==> src/rtl/reg_write_port_pkg.sv <==
// rtl/reg_write_port_pkg.sv - shared register-file widths, forward-select codes and helpers
//
// Purpose : constants and types shared by the write port and the decode-stage
//           read ports. Widths and forward codes live only here.
// Contents: REG_DATA_WIDTH, REG_NUM_WIDTH, REG_FORWARD_WIDTH, NUM_REGISTERS,
//           reg_forward_e (REG_FORWARD_REG_FILE/WB/R0), rn_legal().
package reg_write_port_pkg;

  localparam int REG_DATA_WIDTH    = 16;
  localparam int REG_NUM_WIDTH     = 4;
  localparam int REG_FORWARD_WIDTH = 2;
  localparam int NUM_REGISTERS     = 16;

  typedef logic [REG_DATA_WIDTH-1:0] reg_data_t;
  typedef logic [REG_NUM_WIDTH-1:0]  reg_num_t;

  // 2'b11 is deliberately left unassigned; it is never driven.
  typedef enum logic [REG_FORWARD_WIDTH-1:0] {
    REG_FORWARD_REG_FILE = 2'b00,
    REG_FORWARD_WB       = 2'b01,
    REG_FORWARD_R0       = 2'b10
  } reg_forward_e;

  // True when rn addresses an implemented register.
  function automatic logic rn_legal(input reg_num_t rn, input int num_regs);
    return (32'(rn) < 32'(num_regs));
  endfunction

endpackage

==> src/rtl/reg_write_port_if.sv <==
// rtl/reg_write_port_if.sv - write-back / read-port bus of the register file
//
// Purpose : bundles the WB-stage write request, the R0 auxiliary write, the
//           two read-port register numbers and everything handed back to the
//           read ports.
// Modports: master - WB stage / read ports (drive requests, observe results)
//           slave  - reg_write_port (consume requests, drive results)
interface reg_write_port_if;
  import reg_write_port_pkg::*;

  logic                         wb_en;
  reg_num_t                     wb_rn;
  reg_data_t                    wb_data;
  logic                         r0_en;
  reg_data_t                    r0_data;
  reg_num_t                     rn1;
  reg_num_t                     rn2;
  reg_data_t                    rfile_data1;
  reg_data_t                    rfile_data2;
  reg_data_t                    wrd;
  reg_data_t                    r0d;
  logic [REG_FORWARD_WIDTH-1:0] reg_forward1;
  logic [REG_FORWARD_WIDTH-1:0] reg_forward2;
  logic                         wr_exception;

  modport master (
    output wb_en, wb_rn, wb_data, r0_en, r0_data, rn1, rn2,
    input  rfile_data1, rfile_data2, wrd, r0d, reg_forward1, reg_forward2, wr_exception
  );

  modport slave (
    input  wb_en, wb_rn, wb_data, r0_en, r0_data, rn1, rn2,
    output rfile_data1, rfile_data2, wrd, r0d, reg_forward1, reg_forward2, wr_exception
  );

endinterface

==> src/rtl/reg_write_port_fwd_select.sv <==
// rtl/reg_write_port_fwd_select.sv - per-read-port forward-source selector
//
// Purpose : decides whether a read port takes its operand from the register
//           file, the write-back bypass or the R0 auxiliary bypass.
// Ports   : i_rn          read-port register number
//           i_wb_en       general write request this cycle
//           i_wb_rn       general write destination
//           i_r0_en       auxiliary R0 write request
//           o_reg_forward selected source (reg_forward_e code)
module reg_write_port_fwd_select
  import reg_write_port_pkg::*;
#(
  parameter int NUM_REGS = NUM_REGISTERS
) (
  input  reg_num_t                     i_rn,
  input  logic                         i_wb_en,
  input  reg_num_t                     i_wb_rn,
  input  logic                         i_r0_en,
  output logic [REG_FORWARD_WIDTH-1:0] o_reg_forward
);

  logic w_hit_r0;
  logic w_hit_wb;

  // R0 bypass outranks the general bypass: on an R0/WB collision the R0 data
  // is the value that actually lands in the register.
  assign w_hit_r0 = i_r0_en && (i_rn == '0);
  assign w_hit_wb = i_wb_en && (i_wb_rn == i_rn) && rn_legal(i_wb_rn, NUM_REGS);

  always_comb begin
    o_reg_forward = REG_FORWARD_REG_FILE;
    if (w_hit_r0) begin
      o_reg_forward = REG_FORWARD_R0;
    end else if (w_hit_wb) begin
      o_reg_forward = REG_FORWARD_WB;
    end
  end

endmodule

==> src/rtl/reg_write_port.sv <==
// rtl/reg_write_port.sv - register-file storage, write-back port and read-port feeds
//
// Purpose : owns the NUM_REGS x REG_DATA_WIDTH storage, the R0 auxiliary
//           write path and the registered illegal-write flag; produces the
//           rfile_data / wrd / r0d / reg_forward set for both read ports.
// Ports   : clk  rising-edge clock
//           rst  synchronous active-high reset
//           bus  reg_write_port_if.slave (write requests in, read-port data out)
module reg_write_port
  import reg_write_port_pkg::*;
#(
  parameter int NUM_REGS = NUM_REGISTERS
) (
  input logic              clk,
  input logic              rst,
  reg_write_port_if.slave  bus
);

  reg_data_t r_regs [NUM_REGS];
  logic      r_wr_exception;

  logic      w_wb_legal;
  logic      w_r0_collide;
  logic      w_wb_commit;
  logic      w_wr_illegal;
  reg_data_t w_rd1;
  reg_data_t w_rd2;

  assign w_wb_legal   = bus.wb_en && rn_legal(bus.wb_rn, NUM_REGS);
  // A general write aimed at R0 while the R0 path is active loses and is
  // reported as an illegal write.
  assign w_r0_collide = bus.wb_en && bus.r0_en && (bus.wb_rn == '0);
  assign w_wb_commit  = w_wb_legal && !w_r0_collide;
  assign w_wr_illegal = (bus.wb_en && !rn_legal(bus.wb_rn, NUM_REGS)) || w_r0_collide;

  always_ff @(posedge clk) begin
    if (rst) begin
      for (int i = 0; i < NUM_REGS; i++) begin
        r_regs[i] <= '0;
      end
      r_wr_exception <= 1'b0;
    end else begin
      r_wr_exception <= w_wr_illegal;
      for (int i = 0; i < NUM_REGS; i++) begin
        if (i == 0 && bus.r0_en) begin
          r_regs[i] <= bus.r0_data;
        end else if (w_wb_commit && (bus.wb_rn == REG_NUM_WIDTH'(i))) begin
          r_regs[i] <= bus.wb_data;
        end
      end
    end
  end

  // Read mux by comparison rather than indexing so an out-of-range number
  // can never alias onto an implemented register; it simply reads 0.
  always_comb begin
    w_rd1 = '0;
    w_rd2 = '0;
    for (int i = 0; i < NUM_REGS; i++) begin
      if (bus.rn1 == REG_NUM_WIDTH'(i)) begin
        w_rd1 = r_regs[i];
      end
      if (bus.rn2 == REG_NUM_WIDTH'(i)) begin
        w_rd2 = r_regs[i];
      end
    end
  end

  assign bus.rfile_data1  = w_rd1;
  assign bus.rfile_data2  = w_rd2;
  assign bus.wrd          = bus.wb_en ? bus.wb_data : '0;
  assign bus.r0d          = bus.r0_en ? bus.r0_data : '0;
  assign bus.wr_exception = r_wr_exception;

  reg_write_port_fwd_select #(
    .NUM_REGS (NUM_REGS)
  ) u_fwd1 (
    .i_rn          (bus.rn1),
    .i_wb_en       (bus.wb_en),
    .i_wb_rn       (bus.wb_rn),
    .i_r0_en       (bus.r0_en),
    .o_reg_forward (bus.reg_forward1)
  );

  reg_write_port_fwd_select #(
    .NUM_REGS (NUM_REGS)
  ) u_fwd2 (
    .i_rn          (bus.rn2),
    .i_wb_en       (bus.wb_en),
    .i_wb_rn       (bus.wb_rn),
    .i_r0_en       (bus.r0_en),
    .o_reg_forward (bus.reg_forward2)
  );

endmodule
==> src/flat_wrapper.sv <==
// flat-port wrapper written by rule: the top's interface ports become plain ports
module reg_write_port_flat import reg_write_port_pkg::*;
#(
  parameter int NUM_REGS = NUM_REGISTERS
)
  (clk, rst, bus_wb_en, bus_wb_rn, bus_wb_data, bus_r0_en, bus_r0_data, bus_rn1, bus_rn2, bus_rfile_data1, bus_rfile_data2, bus_wrd, bus_r0d, bus_reg_forward1, bus_reg_forward2, bus_wr_exception);
  reg_write_port_if bus_i ();
  input logic clk;
  input logic rst;
  input wire logic [$bits(bus_i.wb_en)-1:0] bus_wb_en;
  input wire logic [$bits(bus_i.wb_rn)-1:0] bus_wb_rn;
  input wire logic [$bits(bus_i.wb_data)-1:0] bus_wb_data;
  input wire logic [$bits(bus_i.r0_en)-1:0] bus_r0_en;
  input wire logic [$bits(bus_i.r0_data)-1:0] bus_r0_data;
  input wire logic [$bits(bus_i.rn1)-1:0] bus_rn1;
  input wire logic [$bits(bus_i.rn2)-1:0] bus_rn2;
  output wire logic [$bits(bus_i.rfile_data1)-1:0] bus_rfile_data1;
  output wire logic [$bits(bus_i.rfile_data2)-1:0] bus_rfile_data2;
  output wire logic [$bits(bus_i.wrd)-1:0] bus_wrd;
  output wire logic [$bits(bus_i.r0d)-1:0] bus_r0d;
  output wire logic [$bits(bus_i.reg_forward1)-1:0] bus_reg_forward1;
  output wire logic [$bits(bus_i.reg_forward2)-1:0] bus_reg_forward2;
  output wire logic [$bits(bus_i.wr_exception)-1:0] bus_wr_exception;
  assign bus_i.wb_en = bus_wb_en;
  assign bus_i.wb_rn = bus_wb_rn;
  assign bus_i.wb_data = bus_wb_data;
  assign bus_i.r0_en = bus_r0_en;
  assign bus_i.r0_data = bus_r0_data;
  assign bus_i.rn1 = bus_rn1;
  assign bus_i.rn2 = bus_rn2;
  assign bus_rfile_data1 = bus_i.rfile_data1;
  assign bus_rfile_data2 = bus_i.rfile_data2;
  assign bus_wrd = bus_i.wrd;
  assign bus_r0d = bus_i.r0d;
  assign bus_reg_forward1 = bus_i.reg_forward1;
  assign bus_reg_forward2 = bus_i.reg_forward2;
  assign bus_wr_exception = bus_i.wr_exception;
  reg_write_port #(.NUM_REGS(NUM_REGS)) u_core (.clk(clk), .rst(rst), .bus(bus_i));
endmodule
==> config.mk <==
export PLATFORM = sky130hd
export DESIGN_NAME = reg_write_port_flat
export DESIGN_NICKNAME = d
export VERILOG_FILES = /design/src/rtl/reg_write_port_pkg.sv /design/src/rtl/reg_write_port_if.sv /design/src/rtl/reg_write_port_fwd_select.sv /design/src/rtl/reg_write_port.sv /design/src/flat_wrapper.sv
export SDC_FILE = /design/constraint.sdc
export NUM_CORES = 1
export LEC_CHECK = 0
export BUFFER_PORTS_ARGS = -buffer_cell sky130_fd_sc_hd__buf_2
export CORE_ASPECT_RATIO = 1.75
export CORE_MARGIN = 2
export CORE_UTILIZATION = 35
export DETAILED_ROUTE_END_ITERATION = 7
export PLACE_DENSITY_LB_ADDON = 0.15
export SYNTH_ARGS = -nofsm -noshare
export SYNTH_HDL_FRONTEND = slang
export SYNTH_HIERARCHICAL = 1
export SYNTH_SLANG_ARGS = --single-unit
==> constraint.sdc <==
create_clock -name clk -period 1.6 [get_ports clk]
set_clock_uncertainty 0.05 [all_clocks]
set_input_delay 0 -clock clk [delete_from_list [all_inputs] [get_ports clk]]
set_output_delay 0 -clock clk [all_outputs]
set_load 0.01 [all_outputs]
# [After elaboration in Yosys (flattened, before gate mapping)]
# Memory sizes are Yosys's and may differ from the RTL's.
# Index checks and enable logic that the tools add are counted.
[word_totals] reg_bits=1 mem_bits_rw=256 output_inout_bits=69 wordCells=202 mem_count=1
[op_classes] n_eq_ne=47 n_mux=109 n_bitwise=17 reduce_logical=27
[mem_list] name="u_core.r_regs" words=16 width=16 rd=16 rd_ports_with_merged_regs=0 wr=16 line="reg_write_port.sv:19" source="reg_data_t r_regs [NUM_REGS];"
[op_table] cell="$mux 16" n=51
[op_table] cell="$eq 4x4->1 const B" n=24
[op_table] cell="$mux 1" n=56
[op_table] cell="$eq 4x3->1 const B" n=12
[op_table] cell="$eq 4x2->1 const B" n=6
[op_table] cell="$logic_and 1x1->1" n=23
[op_table] cell="$or 1x1->1" n=17
[op_table] cell="$eq 4x1->1 const B" n=3
[op_table] cell="$logic_not 4->1" n=3
[op_table] cell="$eq 4x4->1" n=2
[op_table] cell="$mux 2" n=2
[op_table] cell="$logic_not 1->1" n=1

# [Longest topological paths before layout]
[depth] word_depth=17 depth_mapped=9 ltp_nobuf=5

# [Modules after synthesis]
# Netlist, hierarchy kept.
[modules_own_cells] module="reg_write_port" instances=1 cells_each=1292 area_per_inst_um2=14331.2
[modules_own_cells] module="reg_write_port_fwd_select" instances=2 cells_each=10 area_per_inst_um2=75.1

# [Least setup slack after synthesis]
# Ideal clock, no wire load.
[synth_path] path_type="reg2out" from="memory u_core/r_regs[0][76] in the netlist's numbering" to="output bus_rfile_data2[12]" arrival_ns=1.708 required_ns=1.550 path_slack_ns=-0.158 path_stages_with_launch=6 path_cell_list="edfxtp_1 mux2_4 a221o_1 a22oi_2 nor3_1 or4_1"
[synth_lines] element="from (decl)" line="reg_write_port.sv:19"
[synth_lines] element="to (decl)" line="flat_wrapper.sv:18" source="output wire logic [$bits(bus_i.rfile_data2)-1:0] bus_rfile_data2;"

==> metrics.cfg <==
[run_status]
outcome=finished with violations
violations=setup timing

[sta]
worst_pin_slew_ns=0.7124
hold_viol_final=0
setup_viol_count_final=32
period_minus_slack_ns=2.370
max_freq_mhz=421.9
finalWorstSetupSlack_ns=-0.7703
setup-tns-final_ns=-18.04
drv_slew=0
rsz0062_at_grt=yes
slew_headroom=0.5251
fin_crit_sh=1.481

[detailed_routing]
via_count=12650
drt-pass1-iter-count=7
wirelength_um=56560
drt-vias-per-instance=5.715
drt_iter0_drc=1006
post-route-drc-count=0
wl_per_cell_um=25.55
ant_nets=0

[global_route]
grt_pass1_wl_um=83100
grt_usage=0.2618
grt_max_degree=35
overflow=0
grt_pass1_vias=13010
antenna_found_initial=0

[synthesis]
synthesis.instances=1312
synth_nets=1360
synth_cell_type_count=67
syn_avg_cell_area_um2=11.04
synth-compound-area-share=0.1647
synthArstFlopShare=0
ys_warn_count=6
synthMuxAreaShare=0.1137
synth_seq_area_share=0.5322
synth_top_family_by_area=compound AO/OA/AOI/OAI gates
synth_xor_area_frac=0.004838
ys.flop_type=edfxtp_1
synth_adder_area_share=0
yosys_register_bits=257
synth_simple_gate_area_frac=0.1378
synth-edff-count=256
syn-cell-area_um2=14480

[setup_path]
crit_path_end=bus_rfile_data2[12]
critical_path.startpoint=u_core/r_regs[0][12]
cp-start-kind=register
arrival_ns=2.32
crit_required_ns=1.55
endpoint_kind=output pin
worst-setup-path-type=register to output pin
crit_fanout=2

[final_layout]
syn_to_final_growth_pct=35.65
n_antenna_cell=0
finalNetCount=1692
drive_above_1_share=0.3582
fin_util=0.4811

[place]
hpwl_um=42380
port_buffers=116
dp_worst_setup_slack_ns=-0.3618
gp_congestion=0.9429

[power_and_ir_drop]
powerDensity_nw_per_um2=928.9
p_leak_nw=7.481
ir_drop_uv=760.0

[floorplan]
die_h_um=273.1
boundaryPins=117
core_area_um2=40830
die_w_um=157.8
die_area_um2=43080
rows=98
start_util=0.3547

[cts]
cts_root_buffer=clkbuf_16
clockBufferDepth=3
clock-sinks=257
cts_max_level=1
cts_buffers=26
cts_tree=done
clk_transition_reported_paths_ns=0.07

[hold_path]
min_path_type=input port to register

[flow_run]
cap_violations=0

Yosys cell counts (7+ instances only):
cell type,number,area [µm²]
a211oi_1,16,120.1
a21oi_1,75,375.4
a221oi_1,13,113.9
a22o_1,20,175.2
a22oi_1,14,105.1
and2_1,34,212.7
buf_2,37,185.2
buf_4,10,75.07
clkbuf_1,70,262.8
edfxtp_1,256,7687
inv_1,32,120.1
mux2_2,34,382.9
mux2i_1,46,460.4
mux4_2,35,788.3
nand2_1,54,202.7
nand2b_1,41,256.5
nand3_1,28,140.1
nor2_1,202,758.2
nor2b_1,23,143.9
nor3_1,15,75.07
o211ai_1,7,52.55
o21ai_0,85,425.4
o221a_2,10,112.6
o221ai_1,20,175.2
o22ai_1,24,150.1
o31ai_1,9,67.56
xnor2_1,8,70.07
kinds of logic after synthesis:
group / count (synthesis)
simple gates: 424
compound gates: 353
flops: 257
mux: 116
buf+inv: 154
xor+xnor: 8
stage by stage:
step	total power [W]	hold slack [ns]	std cells	cell area, µm²
6_report	0.01825	0.03944	2214	19640
5_1_grt	0.01879	0.04723	2214	19640
4_1_cts	0.01821	0.01244	2206	19390
3_3_place_gp	0.01158	0.2528	2114	17660
2_1_floorplan	0.009893	0.04762	1312	14510
3_5_place_dp	0.01160	0.2546	2114	17660
metal layers:
metal	vias to the layer above	global-route usage	wire length (µm)	part of all wire
li1	5618	-	-	-
met1	6247	0.2973	20770	0.37
met2	593	0.4709	29180	0.52
met3	194	0.02743	2921	0.052
met4	0	0.1498	3685	0.065
met5	-	0	0	0
worst min-delay path by stage:
stage	from	endpoint	cells after the start
3_3_place_gp	bus_r0_data[6]	u_core/r_regs[0][6]	2
4_1_cts	bus_wb_data[4]	u_core/r_regs[0][36]	3
3_5_place_dp	bus_r0_data[10]	u_core/r_regs[0][10]	2
6_report	bus_wb_data[12]	u_core/r_regs[1][12]	3
5_1_grt	bus_wb_data[7]	u_core/r_regs[0][119]	3
2_1_floorplan	bus_wb_en	bus_reg_forward1[0]	2
registers in the layout, indices dropped and copies added, names as in the netlist:
signal	flops
u_core/r_regs	256
u_core/bus.wr_exception	1
power by group:
part | internal, W | switching (W) | leakage [nW]
sequential | 0.00793 | 0.000317 | 2.49
clock | 0.00358 | 0.00279 | 0.416
combinational | 0.00166 | 0.00198 | 4.57
total | 0.0132 | 0.00508 | 7.48
critical path, cell delays in order (launching register included):
cell and delay (ns):
edfxtp_1 0.39, mux2_4 0.28, a221o_1 0.32, a22oi_2 0.14, nor3_2 0.08, or4_4 0.43, buf_6 0.14
repair_timing:
| item | 4_1_cts | 5_1_grt |
|---|---|---|
| hold buffers | 44 | 0 |
| pin swaps | 57 | 33 |
| setup endpoints to repair | 32 | 32 |
| resized for setup | 91 | 34 |
| endpoints found under the hold margin | 131 | 0 |
| buffers inserted | 7 | 9 |
cells in the final DEF (no fill, tap or decap), drive strengths merged, types with 34 or more instances in the layout:
cell,netlist,final
dlygate4sd3,0,44
nand2,54,54
nor2,202,202
o21ai,85,85
nand2b,41,41
buf,51,381
mux2,35,35
inv,32,34
a21oi,75,75
and2,34,34
mux4,35,35
edfxtp,256,256
mux2i,46,46
final cells by class:
cell class	count	area, µm²
Inverter	33	123.9
Multi-Input combinational cell	901	6726
Clock buffer	29	683.2
Sequential cell	257	7707
Timing Repair Buffer	425	3531
Tap cell	550	688.2
Clock inverter	19	183.9
Fill cell	3655	21190
(Power assumes the default switching activity.)
